$ cat config.mk
export PLATFORM = sky130hd
export DESIGN_NAME = hazard_control_unit
export DESIGN_NICKNAME = d
export VERILOG_FILES = /design/src/rtl/hazard_pkg.sv /design/src/rtl/hazard_perf_counter.sv /design/src/rtl/hazard_control_unit.sv
export SDC_FILE = /design/constraint.sdc
export NUM_CORES = 1
export LEC_CHECK = 0
export BUFFER_PORTS_ARGS = -buffer_cell sky130_fd_sc_hd__clkbuf_2
export CAP_MARGIN = 15
export CORE_UTILIZATION = 25
export CTS_BUF_LIST = sky130_fd_sc_hd__clkbuf_8
export DETAILED_ROUTE_END_ITERATION = 7
export MAX_ROUTING_LAYER = met4
export RECOVER_POWER = 100
export SYNTH_ARGS = -nofsm -noshare
export SYNTH_HDL_FRONTEND = slang
export SYNTH_SLANG_ARGS = --single-unit
$ cat constraint.sdc
create_clock -name clk -period 3.1 [get_ports clk]
set_input_delay 0.62 -clock clk [delete_from_list [all_inputs] [get_ports clk]]
set_output_delay 0.62 -clock clk [all_outputs]
set_load 0.02 [all_outputs]
$ cat src/rtl/hazard_pkg.sv
// hazard_pkg
// Shared definitions for the pipeline hazard controller: FSM state encoding,
// the NOP instruction constant, instruction field bit positions, and the
// opcode classes that read rs2.
package hazard_pkg;

  typedef enum logic [1:0] {
    ST_RUN        = 2'd0,
    ST_LOAD_STALL = 2'd1,
    ST_MEM_WAIT   = 2'd2
  } hazard_state_e;

  localparam logic [15:0] NOP_INSTR = 16'hFFFF;

  localparam int OPC_MSB = 15;
  localparam int OPC_LSB = 12;
  localparam int RD_MSB  = 11;
  localparam int RD_LSB  = 9;
  localparam int RS1_MSB = 8;
  localparam int RS1_LSB = 6;
  localparam int RS2_MSB = 5;
  localparam int RS2_LSB = 3;

  // Register-register ALU ops occupy opcodes 0..3; stores also read rs2.
  localparam logic [3:0] OP_ALU_RR_LAST = 4'h3;
  localparam logic [3:0] OP_STORE       = 4'h9;

  function automatic logic uses_rs2(input logic [3:0] opc);
    return (opc <= OP_ALU_RR_LAST) || (opc == OP_STORE);
  endfunction

endpackage

$ cat src/rtl/hazard_perf_counter.sv
// hazard_perf_counter
// Saturating event counter: counts cycles with en=1 and sticks at all-ones.
// Ports:
//   clk    in   clock, rising edge
//   reset  in   asynchronous active-high reset, clears the count
//   en     in   count this cycle
//   count  out  PERF_W-bit current count
module hazard_perf_counter #(
  parameter int PERF_W = 16
) (
  input  logic              clk,
  input  logic              reset,
  input  logic              en,
  output logic [PERF_W-1:0] count
);

  logic [PERF_W-1:0] count_q;
  logic [PERF_W-1:0] count_d;

  // Increment only while below the saturation value.
  always_comb begin
    count_d = count_q;
    if (en && (count_q != {PERF_W{1'b1}})) begin
      count_d = count_q + {{(PERF_W-1){1'b0}}, 1'b1};
    end
  end

  // Count register.
  always_ff @(posedge clk or posedge reset) begin
    if (reset) begin
      count_q <= '0;
    end else begin
      count_q <= count_d;
    end
  end

  assign count = count_q;

endmodule

$ cat src/rtl/hazard_control_unit.sv
// hazard_control_unit
// Drives PC / IF-ID / ID-EX stall and flush controls and freezes the back end
// on data-memory wait states. Sequences load-use bubbles, branch flushes and
// memory freezes with a small FSM (RUN, LOAD_STALL, MEM_WAIT) and a bubble
// counter. All control outputs are combinational from state and inputs.
// Optional feature macro: HAZARD_PERF_EN builds the saturating stall/flush
// performance counters; without it stall_cycles and flush_count read 0.
// Ports:
//   clk, reset                 clock and asynchronous active-high reset
//   id_instr                   instruction in IF/ID (16'hFFFF = NOP)
//   ex_mem_read, ex_rd         load flag and destination of the EX instruction
//   branch_taken               taken branch resolved in EX this cycle
//   mem_req, mem_ready         data-memory handshake of the MEM stage
//   pc_write_en, if_id_stall, if_id_flush, id_ex_flush, ex_mem_stall  controls
//   stall_cycles, flush_count  performance counters
module hazard_control_unit
  import hazard_pkg::*;
#(
  parameter int LOAD_STALL_CYCLES = 1,
  parameter int PERF_W            = 16
) (
  input  logic              clk,
  input  logic              reset,
  input  logic [15:0]       id_instr,
  input  logic              ex_mem_read,
  input  logic [2:0]        ex_rd,
  input  logic              branch_taken,
  input  logic              mem_req,
  input  logic              mem_ready,
  output logic              pc_write_en,
  output logic              if_id_stall,
  output logic              if_id_flush,
  output logic              id_ex_flush,
  output logic              ex_mem_stall,
  output logic [PERF_W-1:0] stall_cycles,
  output logic [PERF_W-1:0] flush_count
);

  localparam logic [1:0] BUBBLE_INIT = 2'(LOAD_STALL_CYCLES - 1);

  hazard_state_e state_q, state_d;
  hazard_state_e ret_state_q, ret_state_d;
  hazard_state_e eff_state;
  logic [1:0]    bubble_cnt_q, bubble_cnt_d;

  logic [3:0] opcode;
  logic [2:0] rs1;
  logic [2:0] rs2;
  logic       rs1_hit;
  logic       rs2_hit;
  logic       load_use;
  logic       mem_busy;
  logic       hold;

  assign opcode = id_instr[OPC_MSB:OPC_LSB];
  assign rs1    = id_instr[RS1_MSB:RS1_LSB];
  assign rs2    = id_instr[RS2_MSB:RS2_LSB];

  // R0 never creates a dependence; rs2 only matters for opcodes that read it.
  assign rs1_hit  = (rs1 == ex_rd) && (rs1 != 3'd0);
  assign rs2_hit  = uses_rs2(opcode) && (rs2 == ex_rd) && (rs2 != 3'd0);
  assign load_use = ex_mem_read && (id_instr != NOP_INSTR) && (rs1_hit || rs2_hit);
  assign mem_busy = mem_req && !mem_ready;

  // In MEM_WAIT the release is keyed on mem_ready alone, and on release the
  // saved state's ordinary behaviour is replayed in the same cycle.
  assign eff_state = (state_q == ST_MEM_WAIT) ? ret_state_q : state_q;
  assign hold      = (state_q == ST_MEM_WAIT) ? !mem_ready : mem_busy;

  // Next-state and Mealy control outputs. Priority: memory freeze, then
  // branch flush, then load-use bubble. Stall and flush land on different
  // registers, so the two never collide.
  always_comb begin
    state_d      = state_q;
    ret_state_d  = ret_state_q;
    bubble_cnt_d = bubble_cnt_q;
    pc_write_en  = 1'b1;
    if_id_stall  = 1'b0;
    if_id_flush  = 1'b0;
    id_ex_flush  = 1'b0;
    ex_mem_stall = 1'b0;

    if (reset) begin
      pc_write_en = 1'b0;
      if_id_flush = 1'b1;
      id_ex_flush = 1'b1;
    end else if (hold) begin
      pc_write_en  = 1'b0;
      if_id_stall  = 1'b1;
      ex_mem_stall = 1'b1;
      if (state_q != ST_MEM_WAIT) begin
        ret_state_d = state_q;
      end
      state_d = ST_MEM_WAIT;
    end else begin
      state_d = eff_state;
      case (eff_state)
        ST_LOAD_STALL: begin
          // EX holds a bubble here, so branch_taken cannot be genuine.
          pc_write_en  = 1'b0;
          if_id_stall  = 1'b1;
          id_ex_flush  = 1'b1;
          bubble_cnt_d = bubble_cnt_q - 2'd1;
          if (bubble_cnt_q == 2'd1) begin
            state_d = ST_RUN;
          end
        end
        default: begin
          if (branch_taken) begin
            if_id_flush = 1'b1;
            id_ex_flush = 1'b1;
          end else if (load_use) begin
            pc_write_en = 1'b0;
            if_id_stall = 1'b1;
            id_ex_flush = 1'b1;
            if (LOAD_STALL_CYCLES > 1) begin
              state_d      = ST_LOAD_STALL;
              bubble_cnt_d = BUBBLE_INIT;
            end
          end
        end
      endcase
    end
  end

  // FSM state, return state and remaining bubbles.
  always_ff @(posedge clk or posedge reset) begin
    if (reset) begin
      state_q      <= ST_RUN;
      ret_state_q  <= ST_RUN;
      bubble_cnt_q <= 2'd0;
    end else begin
      state_q      <= state_d;
      ret_state_q  <= ret_state_d;
      bubble_cnt_q <= bubble_cnt_d;
    end
  end

`ifdef HAZARD_PERF_EN
  logic stall_event;
  logic flush_event;

  // Outside reset, if_id_flush is asserted only by a branch flush.
  assign stall_event = !reset && !pc_write_en;
  assign flush_event = !reset && if_id_flush;

  hazard_perf_counter #(.PERF_W(PERF_W)) u_stall_ctr (
    .clk   (clk),
    .reset (reset),
    .en    (stall_event),
    .count (stall_cycles)
  );

  hazard_perf_counter #(.PERF_W(PERF_W)) u_flush_ctr (
    .clk   (clk),
    .reset (reset),
    .en    (flush_event),
    .count (flush_count)
  );
`else
  assign stall_cycles = '0;
  assign flush_count  = '0;
`endif

endmodule

==> results.cfg, run 1 <==
[placed_design]
place_inst = 168
dp_worst_setup_slack_ns = 0.592
port-buffer-count = 29
placed_area_um2 = 870
dpl.hpwl_mm = 1.20
gp_congestion = 0.798

[critical_path]
worstPathRequired_ns = 2.48
path_class = in2out
reg2reg_to = bubble_cnt_q[1]$_DFFE_PP0P_
cp.arrival_ns = 1.93
endpoint_kind = primary output
reg2reg_slack_ns = 1.47
r2r_cells = 4
cp-start-kind = primary input
timing.rr.start = state_q[1]$_DFFE_PP0N_
path_max_fanout = 3

[drt]
num_vias = 668
drtIter0Drc = 24
drc_errors = 0
ant_nets = 0
dr.pass1.iters = 2
wl_per_cell_um = 8.22
wirelength_mm = 1.41
vias_per_cell = 3.91

[power]
powerDensity_nw_per_um2 = 582
power_uw = 523
vdd_drop_max_uv = 130
leakage_nw = 0.455

[global_routing]
antenna_found_initial = 0
grt_max_degree = 11
grtUsageTotal_pct = 8.99
grt_overflow_total = 0
grt_pass1_wl_mm = 2.23
grt_pass1_vias = 533

[die]
die_h_um = 58.5
fp.coreArea_um2 = 3030
start_util_pct = 26.3
die_area_um2 = 3420
die_x_um = 58.5
num_rows = 20
pin_count = 62

[clocking]
htreeDepth = 1
clock_sinks = 6
clk_latency_ns = 0.22
cts-root-buf = clkbuf_8
postCtsHoldBufs = 0
cts_buffers = 3
postCtsSetupBuffers = 0
cts.reportedPaths.clkPinSlew_ns = 0.04
cts_tree = built
max-clock-path-buffers = 2
post_cts_resized = 0

[logic_synthesis]
synthTopCellsByArea = buf_4 (30%), dfrtp_1 (19%), xor2_1 (5.5%), o31ai_1 (3.8%), a2111oi_4 (3.5%)
ys_seq_area_share_pct = 18.8
synth_seq_cells = 6
synth_mux_area_share_pct = 1.41
yosysWarnings = 0
yosysTopAreaCell = buf_4
yosysUniqueCellTypes = 34
synth_top_family_by_area = buffers and inverters
synthCells = 97
synthAdderAreaFrac_pct = 1.57
synth_compound_area_share_pct = 21.4
synth_simple_gate_area_share_pct = 18.4
synth_top_area_share_pct = 30.1
synth_area_um2 = 797
syn_avg_cell_area_um2 = 8.22
synth_xor_area_share_pct = 5.49

[status]
outcome = completed

[hold_path]
min_path_cells = 1
hold_class = reg2reg
min_from = bubble_cnt_q[0]$_DFFE_PP0P_
min_to = bubble_cnt_q[0]$_DFFE_PP0P_

[sta]
setup_violations = 0
setup_tns_ns = 0
min_period_over_period_pct = 82.1
clock_skew_ns = 0.00302
layout_setup_ws_ns = 0.554
hold_ws_ns = 0.466
clock.fmax_mhz = 393
hold_viol = 0
fin_crit_ns = 2.55
slew_viol_final = 0
rsz0062_at_grt = no

[cells_and_area]
seqCellArea_um2 = 150
final_cells = 171
nFillCells = 352
design_area_um2 = 898
layout.nets = 155
mostFrequentLayoutCell = conb_1
antennaDiodeCount = 0
layout_common_cells = conb_1 (32), clkbuf_2 (23), dfrtp_1 (6), clkbuf_1 (6)
syn2layout_area_growth_pct = 12.7
utilization_pct = 29.7
drive_gt1_share_pct = 25.2
multiInputGateArea_um2 = 499

[run]
cap_violations = 0
==> worst max path at each step <==
stage,startpoint,slack (ns),end
4_1_cts,id_instr[4],0.58,pc_write_en
3_3_place_gp,id_instr[4],0.60,pc_write_en
5_1_grt,id_instr[4],0.46,id_ex_flush
3_5_place_dp,id_instr[4],0.59,pc_write_en
2_1_floorplan,id_instr[4],0.63,id_ex_flush
6_report,id_instr[4],0.55,if_id_stall
==> power breakdown <==
| part | internal (mW) | total, mW | switching, mW |
|---|---|---|---|
| Sequential | 0.119 | 0.159 | 0.0398 |
| Clock | 0.0831 | 0.113 | 0.0298 |
| Combinational | 0.0999 | 0.251 | 0.151 |
==> cell usage after synthesis <==
library cell  count
o21ai_1           2
o31ai_1           4
a22o_1            1
nand2_1           5
nor4_1            1
o31a_1            1
dfrtp_1           6
o21ai_0           4
nand3_1           1
conb_1            1
xor2_1            5
nor2b_1           1
o41a_1            1
clkbuf_1          1
o21ba_2           1
or3_1             2
nor3_2            1
a21o_1            1
or2_2             2
inv_1             4
nor3_1            1
nand2b_1          1
nand2b_4          1
a2111oi_4         1
a22oi_2           1
buf_4            32
o21bai_1          1
and3_1            1
o21a_1            1
mux2_2            1
o311ai_1          1
nand4_1           4
nor2_1            5
ha_1              1
==> state kept, by name (all words and copies together), names as in the netlist <==
name / count
ret_state_q: 2
state_q: 2
bubble_cnt_q: 2
==> routing by layer <==
layer / up-vias / global-route usage [%] / share of wire [%]
met3: 0 / 4.62 / 7.5
met1: 309 / 11.4 / 44
met2: 26 / 12.2 / 48
met4: 0 / 3.06 / 0
met5: - / - / 0
li1: 333 / - / -
==> final cells by class <==
| cell class | count | area share (%) |
|---|---|---|
| multi-input cells | 85 | 55.6 |
| flip-flops and latches | 6 | 16.7 |
| repair buffers | 29 | 15.3 |
| well taps | 44 | 6.13 |
| clock buffers | 3 | 4.60 |
| inverters | 4 | 1.67 |
==> logic make-up after synthesis <==
family                   count (synthesis)
other                                    1
multiplexers                             1
XOR/XNOR                                 5
flip-flops                               6
buffers and inverters                   37
adder cells (fa/ha/maj)                  1
AND/OR/NAND/NOR                         26
AO/OA/AOI/OAI                           20
==> critical path: stages <==
cell and delay [ns]:
clkbuf_2 0.11, xor2_1 0.19, a2111oi_4 0.33, a22oi_2 0.11, o31ai_1 0.30, clkbuf_1 0.27
(Power assumes the default switching activity.)
==> run 2: changes to the inputs <==
- ABC_AREA: unset -> 1
- clock period: 3.1 -> 2.3 ns (I/O delays scaled with it)
==> run 2 against run 1 <==
- non-clock buffer count grew 1
- wire length grew 7.7%
- clock power grew 38%
- critical path type is now reg2out
- design area grew 0.28%
- global-route usage grew 0.34 points
- setup slack lost 0.31 ns
- largest power group unchanged
- combinational power grew 21%
- total power grew 23%
- synthesized cell count grew 33%
- largest cell class unchanged
- final cell count grew 20%
- die area grew 1.2%
==> results.cfg, run 2 <==
[placed_design]
placed_area_um2 = 891
place_inst = 202
port-buffer-count = 29
gp_congestion = 0.777
dpl.hpwl_mm = 1.36

[sta]
fin_crit_ns = 2.05
clock.fmax_mhz = 487
hold_viol = 0
clock_skew_ns = 0.000965
slew_viol_final = 0
setup_tns_ns = 0
min_period_over_period_pct = 89.3
rsz0062_at_grt = no
setup_violations = 0

[critical_path]
path_class = reg2out
path_max_fanout = 4
endpoint_kind = primary output
max_stage_delay_ns = 0.37
worstPathRequired_ns = 1.84
cp_common_cell = inv_1
cp-start-kind = flop
cp.arrival_ns = 1.59
path_cells = inv_1 -> nand2_2 -> a21oi_1 -> inv_1 -> nand2_1 -> inv_1 -> a21oi_1 -> clkbuf_1
slowest_stage = dfrtp_1

[drt]
dr.pass1.iters = 3
drc_errors = 0
num_vias = 725
vias_per_cell = 3.54
ant_nets = 0
wirelength_mm = 1.51
wl_per_cell_um = 7.39
drtIter0Drc = 15

[logic_synthesis]
yosysTopAreaCell = buf_4
synth_compound_area_share_pct = 8.06
synth_common_cells = nand2_1 (36), buf_4 (32), inv_1 (16)
synth_top_family_by_area = buffers and inverters
synth_edf_count = 0
synth_seq_cells = 6
yosysWarnings = 0
synthTopCellsByArea = buf_4 (30%), dfrtp_1 (19%), nand2_1 (17%), inv_1 (7.4%), nor2_1 (6.5%)
ys_seq_area_share_pct = 18.6
yosys.cell_count.top_type = nand2_1
synth_xor_area_share_pct = 3.26
syn_avg_cell_area_um2 = 6.26
synth-main-ff-cell = dfrtp_1
synth_top_area_share_pct = 29.8
synthAdderAreaFrac_pct = 1.55
synth_simple_gate_area_share_pct = 30.4
synth_mux_area_share_pct = 0
synthCells = 129
yosysUniqueCellTypes = 18
synth_area_um2 = 807
ys_async_sr_fraction_pct = 100

[die]
start_util_pct = 26.4
pin_count = 62
fp.coreArea_um2 = 3050
die_h_um = 58.8
die_x_um = 58.8
num_rows = 20
die_area_um2 = 3460

[cells_and_area]
drive_gt1_share_pct = 18.0
design_area_um2 = 901
syn2layout_area_growth_pct = 11.6
antennaDiodeCount = 0
layout_common_cells = nand2_1 (36), conb_1 (32), clkbuf_2 (23)
mostFrequentLayoutCell = nand2_1
layout.nets = 189
reg_top3 = bubble_cnt_q: 2 flops, ret_state_q: 2 flops, state_q: 2 flops
final_cells = 205

[clocking]
clock_sinks = 6
cts_buffers = 3
cts_tree = built
post_cts_resized = 0
htreeDepth = 1
postCtsHoldBufs = 0
cts-root-buf = clkbuf_8
cts.reportedPaths.clkPinSlew_ns = 0.04
max-clock-path-buffers = 2
postCtsSetupBuffers = 0
clk_latency_ns = 0.22

[run]
cap_violations = 0

[global_routing]
antenna_found_initial = 0
grtUsageTotal_pct = 9.33
grt_pass1_vias = 597
grt_max_degree = 8
grt_pass1_wl_mm = 2.36
grt_overflow_total = 0

[status]
outcome = completed

[hold_path]
hold_class = in2async

[power]
vdd_drop_max_uv = 211
leakage_nw = 0.554
powerDensity_nw_per_um2 = 714
power_uw = 643
run 2: cell types whose count changed in the layout (fill, tap and decap cells not counted), sizes merged, moves of 5 or more:
cell | previous run | this run
a21oi | 0 | 5
inv | 4 | 17
nand2 | 5 | 38
nor2 | 5 | 15
xor2 | 5 | 0
run 2: cells by family (layout without fill, tap and decap cells):
group,after synthesis,count (layout)
AOI/OAI and AO/OA,11,11
xor gates and xnor gates,3,3
adders and majority gates,1,1
buffers and inverters,49,50
DFF,6,6
other,1,32
and+or+nand+nor,58,58
run 2: power by group:
part           internal [mW]  total, mW  switching (mW)  leakage [nW]
clock                  0.112      0.156          0.0437        0.0216
combinational         0.0965      0.304           0.208         0.458
sequential             0.153      0.183          0.0301        0.0744
total                  0.361      0.643           0.281         0.554
run 2: path summary, 6_finish.rpt:
path / start / endpoint / slack, ns / cells after the start
hold / removal: reset / bubble_cnt_q[1]$_DFFE_PP0P_ / 0.42 / 3
hold reg to reg: ret_state_q[0]$_DFFE_PP0P_ / ret_state_q[0]$_DFFE_PP0P_ / 0.48 / 2
setup reg to reg: state_q[0]$_DFFE_PP0N_ / ret_state_q[1]$_DFFE_PP0P_ / 0.83 / 8
min in group clk: ret_state_q[0]$_DFFE_PP0P_ / ret_state_q[0]$_DFFE_PP0P_ / 0.48 / 2
max in group asynchronous: reset / ret_state_q[0]$_DFFE_PP0P_ / 1.61 / 3
setup / recovery: state_q[0]$_DFFE_PP0N_ / if_id_stall / 0.25 / 8
run 2: worst max-delay path, delay by kind of cell, from the launching register on:
| family | cells | cell delay [ns] |
|---|---|---|
| buffers and inverters | 4 | 0.53 |
| DFF | 1 | 0.37 |
| AOI/OAI and AO/OA | 2 | 0.31 |
| and+or+nand+nor | 2 | 0.16 |
run 2: metrics by stage:
| step | setup slack [ns] | util, % | hold slack, ns |
|---|---|---|---|
| finish | 0.245 | 29.5 | 0.418 |
| global route | 0.117 | 29.5 | 0.455 |
| CTS | 0.289 | 30.5 | 0.360 |
| detailed placement | 0.468 | 29.2 | 0.468 |
| global placement | 0.440 | 29.2 | 0.471 |
| floorplan | 0.515 | - | 0.273 |
run 2: final cells by class:
| cell class | count | area, um2 |
|---|---|---|
| well taps | 44 | 55.1 |
| clock buffers | 3 | 41.3 |
| fillers | 364 | 2150 |
| repair buffers | 30 | 141 |
| flip-flops and latches | 6 | 150 |
| inverters | 17 | 63.8 |
| multi-input cells | 105 | 449 |
run 2: routing by layer:
metal	track usage (%)	wire length (um)
met5	-	0
met4	2.04	0
met1	11.4	722
met3	3.30	85
met2	14.8	706
==> run 3: changes to the inputs <==
- CTS_BUF_LIST: sky130_fd_sc_hd__clkbuf_8 -> unset
==> run 3 against run 2 <==
- largest power group unchanged
- fmax down 1.6%
- critical path type unchanged
- critical path depth unchanged
- wire length fell by 1.2%
- sequential cell count unchanged
- clock skew is 0.0018 ns higher
- global-route usage decreased by 0.38 points
==> results.cfg, run 3 (synthesized netlist as in run 2, its figures left out) <==
[status]
outcome = completed

[clocking]
cts_tree = built
postCtsSetupBuffers = 0
cts-root-buf = clkbuf_4
cts.reportedPaths.clkPinSlew_ns = 0.05
post_cts_resized = 0
cts_buffers = 3
htreeDepth = 1
max-clock-path-buffers = 2
postCtsHoldBufs = 0
clock_sinks = 6
clk_latency_ns = 0.25

[drt]
vias_per_cell = 3.57
drtIter0Drc = 19
num_vias = 732
ant_nets = 0
dr.pass1.iters = 4
wl_per_cell_um = 7.30
wirelength_mm = 1.50
drc_errors = 0

[global_routing]
grt_max_degree = 8
grtUsageTotal_pct = 8.95
grt_pass1_wl_mm = 2.30
antenna_found_initial = 0
grt_pass1_vias = 590
grt_overflow_total = 0

[critical_path]
crit_cells = 8
path_cells = inv_1 -> nand2_2 -> a21oi_1 -> inv_2 -> nand2_1 -> inv_1 -> a21oi_1 -> clkbuf_1
reg2reg_to = ret_state_q[1]$_DFFE_PP0P_
path_max_fanout = 4
worstPathRequired_ns = 1.84
path_class = reg2out
worstSetupEndpoint = if_id_stall
worstSetupStartpoint = state_q[0]$_DFFE_PP0N_
endpoint_kind = primary output
path_buf_inv = 4
cp.arrival_ns = 1.63
cp-start-kind = flop
max_stage_delay_ns = 0.38
slowest_stage = dfrtp_1
cp_top_family = buffers and inverters
timing.rr.start = state_q[0]$_DFFE_PP0N_
r2r_cells = 8
reg2reg_slack_ns = 0.83

[sta]
setup_tns_ns = 0
rsz0062_at_grt = no
hold_viol = 0
fin_crit_ns = 2.09
setup_violations = 0
clock.fmax_mhz = 479
layout_setup_ws_ns = 0.212
clock_skew_ns = 0.00278
hold_ws_ns = 0.389
min_period_over_period_pct = 90.8
slew_viol_final = 0

[cells_and_area]
layout.nets = 189
nFillCells = 368
drive_gt1_share_pct = 18.6
multiInputGateArea_um2 = 449
mostFrequentLayoutCell = nand2_1
syn2layout_area_growth_pct = 9.30
reg_top3 = bubble_cnt_q: 2 flops, ret_state_q: 2 flops, state_q: 2 flops
seqCellArea_um2 = 150
layout_common_cells = nand2_1 (36), conb_1 (32), clkbuf_2 (23)
antennaDiodeCount = 0
utilization_pct = 28.9
design_area_um2 = 882

[die]
fp.coreArea_um2 = 3050
num_rows = 20
start_util_pct = 26.4
die_area_um2 = 3460
die_h_um = 58.8
die_x_um = 58.8
pin_count = 62

[placed_design]
placed_area_um2 = 891
port-buffer-count = 29
gp_congestion = 0.777
dpl.hpwl_mm = 1.36
dp_worst_setup_slack_ns = 0.468

[power]
leakage_nw = 0.546
powerDensity_nw_per_um2 = 661
vdd_drop_max_uv = 164

[hold_path]
hold_class = in2async

[run]
cap_violations = 0
run 3: cell counts in the layout (fill, tap and decap cells not counted):
Identical to the previous run, type by type.
run 3: worst reg2reg max path, stage by stage, from the launching register on:
cell     delay, ns
dfrtp_1       0.38
inv_1         0.12
nand2_2       0.06
a21oi_1       0.20
inv_2         0.08
nor2_1        0.25
nand2_1       0.12
nor2_1        0.10
a21oi_1       0.04
run 3: worst min path at each step:
stage | endpoint | startpoint | slack [ns]
5_1_grt | bubble_cnt_q[1]$_DFFE_PP0P_ | reset | 0.42
3_5_place_dp | ret_state_q[0]$_DFFE_PP0P_ | ret_state_q[0]$_DFFE_PP0P_ | 0.47
2_1_floorplan | bubble_cnt_q[0]$_DFFE_PP0P_ | reset | 0.27
4_1_cts | state_q[0]$_DFFE_PP0N_ | reset | 0.33
6_report | bubble_cnt_q[1]$_DFFE_PP0P_ | reset | 0.39
3_3_place_gp | ret_state_q[0]$_DFFE_PP0P_ | ret_state_q[0]$_DFFE_PP0P_ | 0.47
run 3: area by class of cell:
cell class | count | area share (%)
Multi-Input combinational cell | 105 | 50.9
Clock buffer | 3 | 2.55
Tap cell | 44 | 6.24
Sequential cell | 6 | 17.0
Timing Repair Buffer | 30 | 16.0
Inverter | 17 | 7.23
run 3: layer usage:
metal | part of all wire (%) | track usage [%] | vias to the layer above | routed length [um]
li1 | - | - | 391 | -
met1 | 49 | 11.2 | 311 | 730
met2 | 46 | 14.1 | 30 | 685
met3 | 5.3 | 2.64 | 0 | 80
met4 | 0 | 2.04 | 0 | 0
met5 | 0 | - | - | 0
run 3: per-stage QoR:
stage	std cells	total power, mW
floorplan	160	0.463
global placement	202	0.504
detailed placement	202	0.506
CTS	205	0.610
global route	205	0.646
finish	205	0.583
run 3: where the power goes:
part	total [mW]	switching [mW]	internal, mW
logic	0.303	0.206	0.0967
clock network	0.0975	0.0384	0.0590
registers	0.183	0.0303	0.152
total	0.583	0.275	0.308
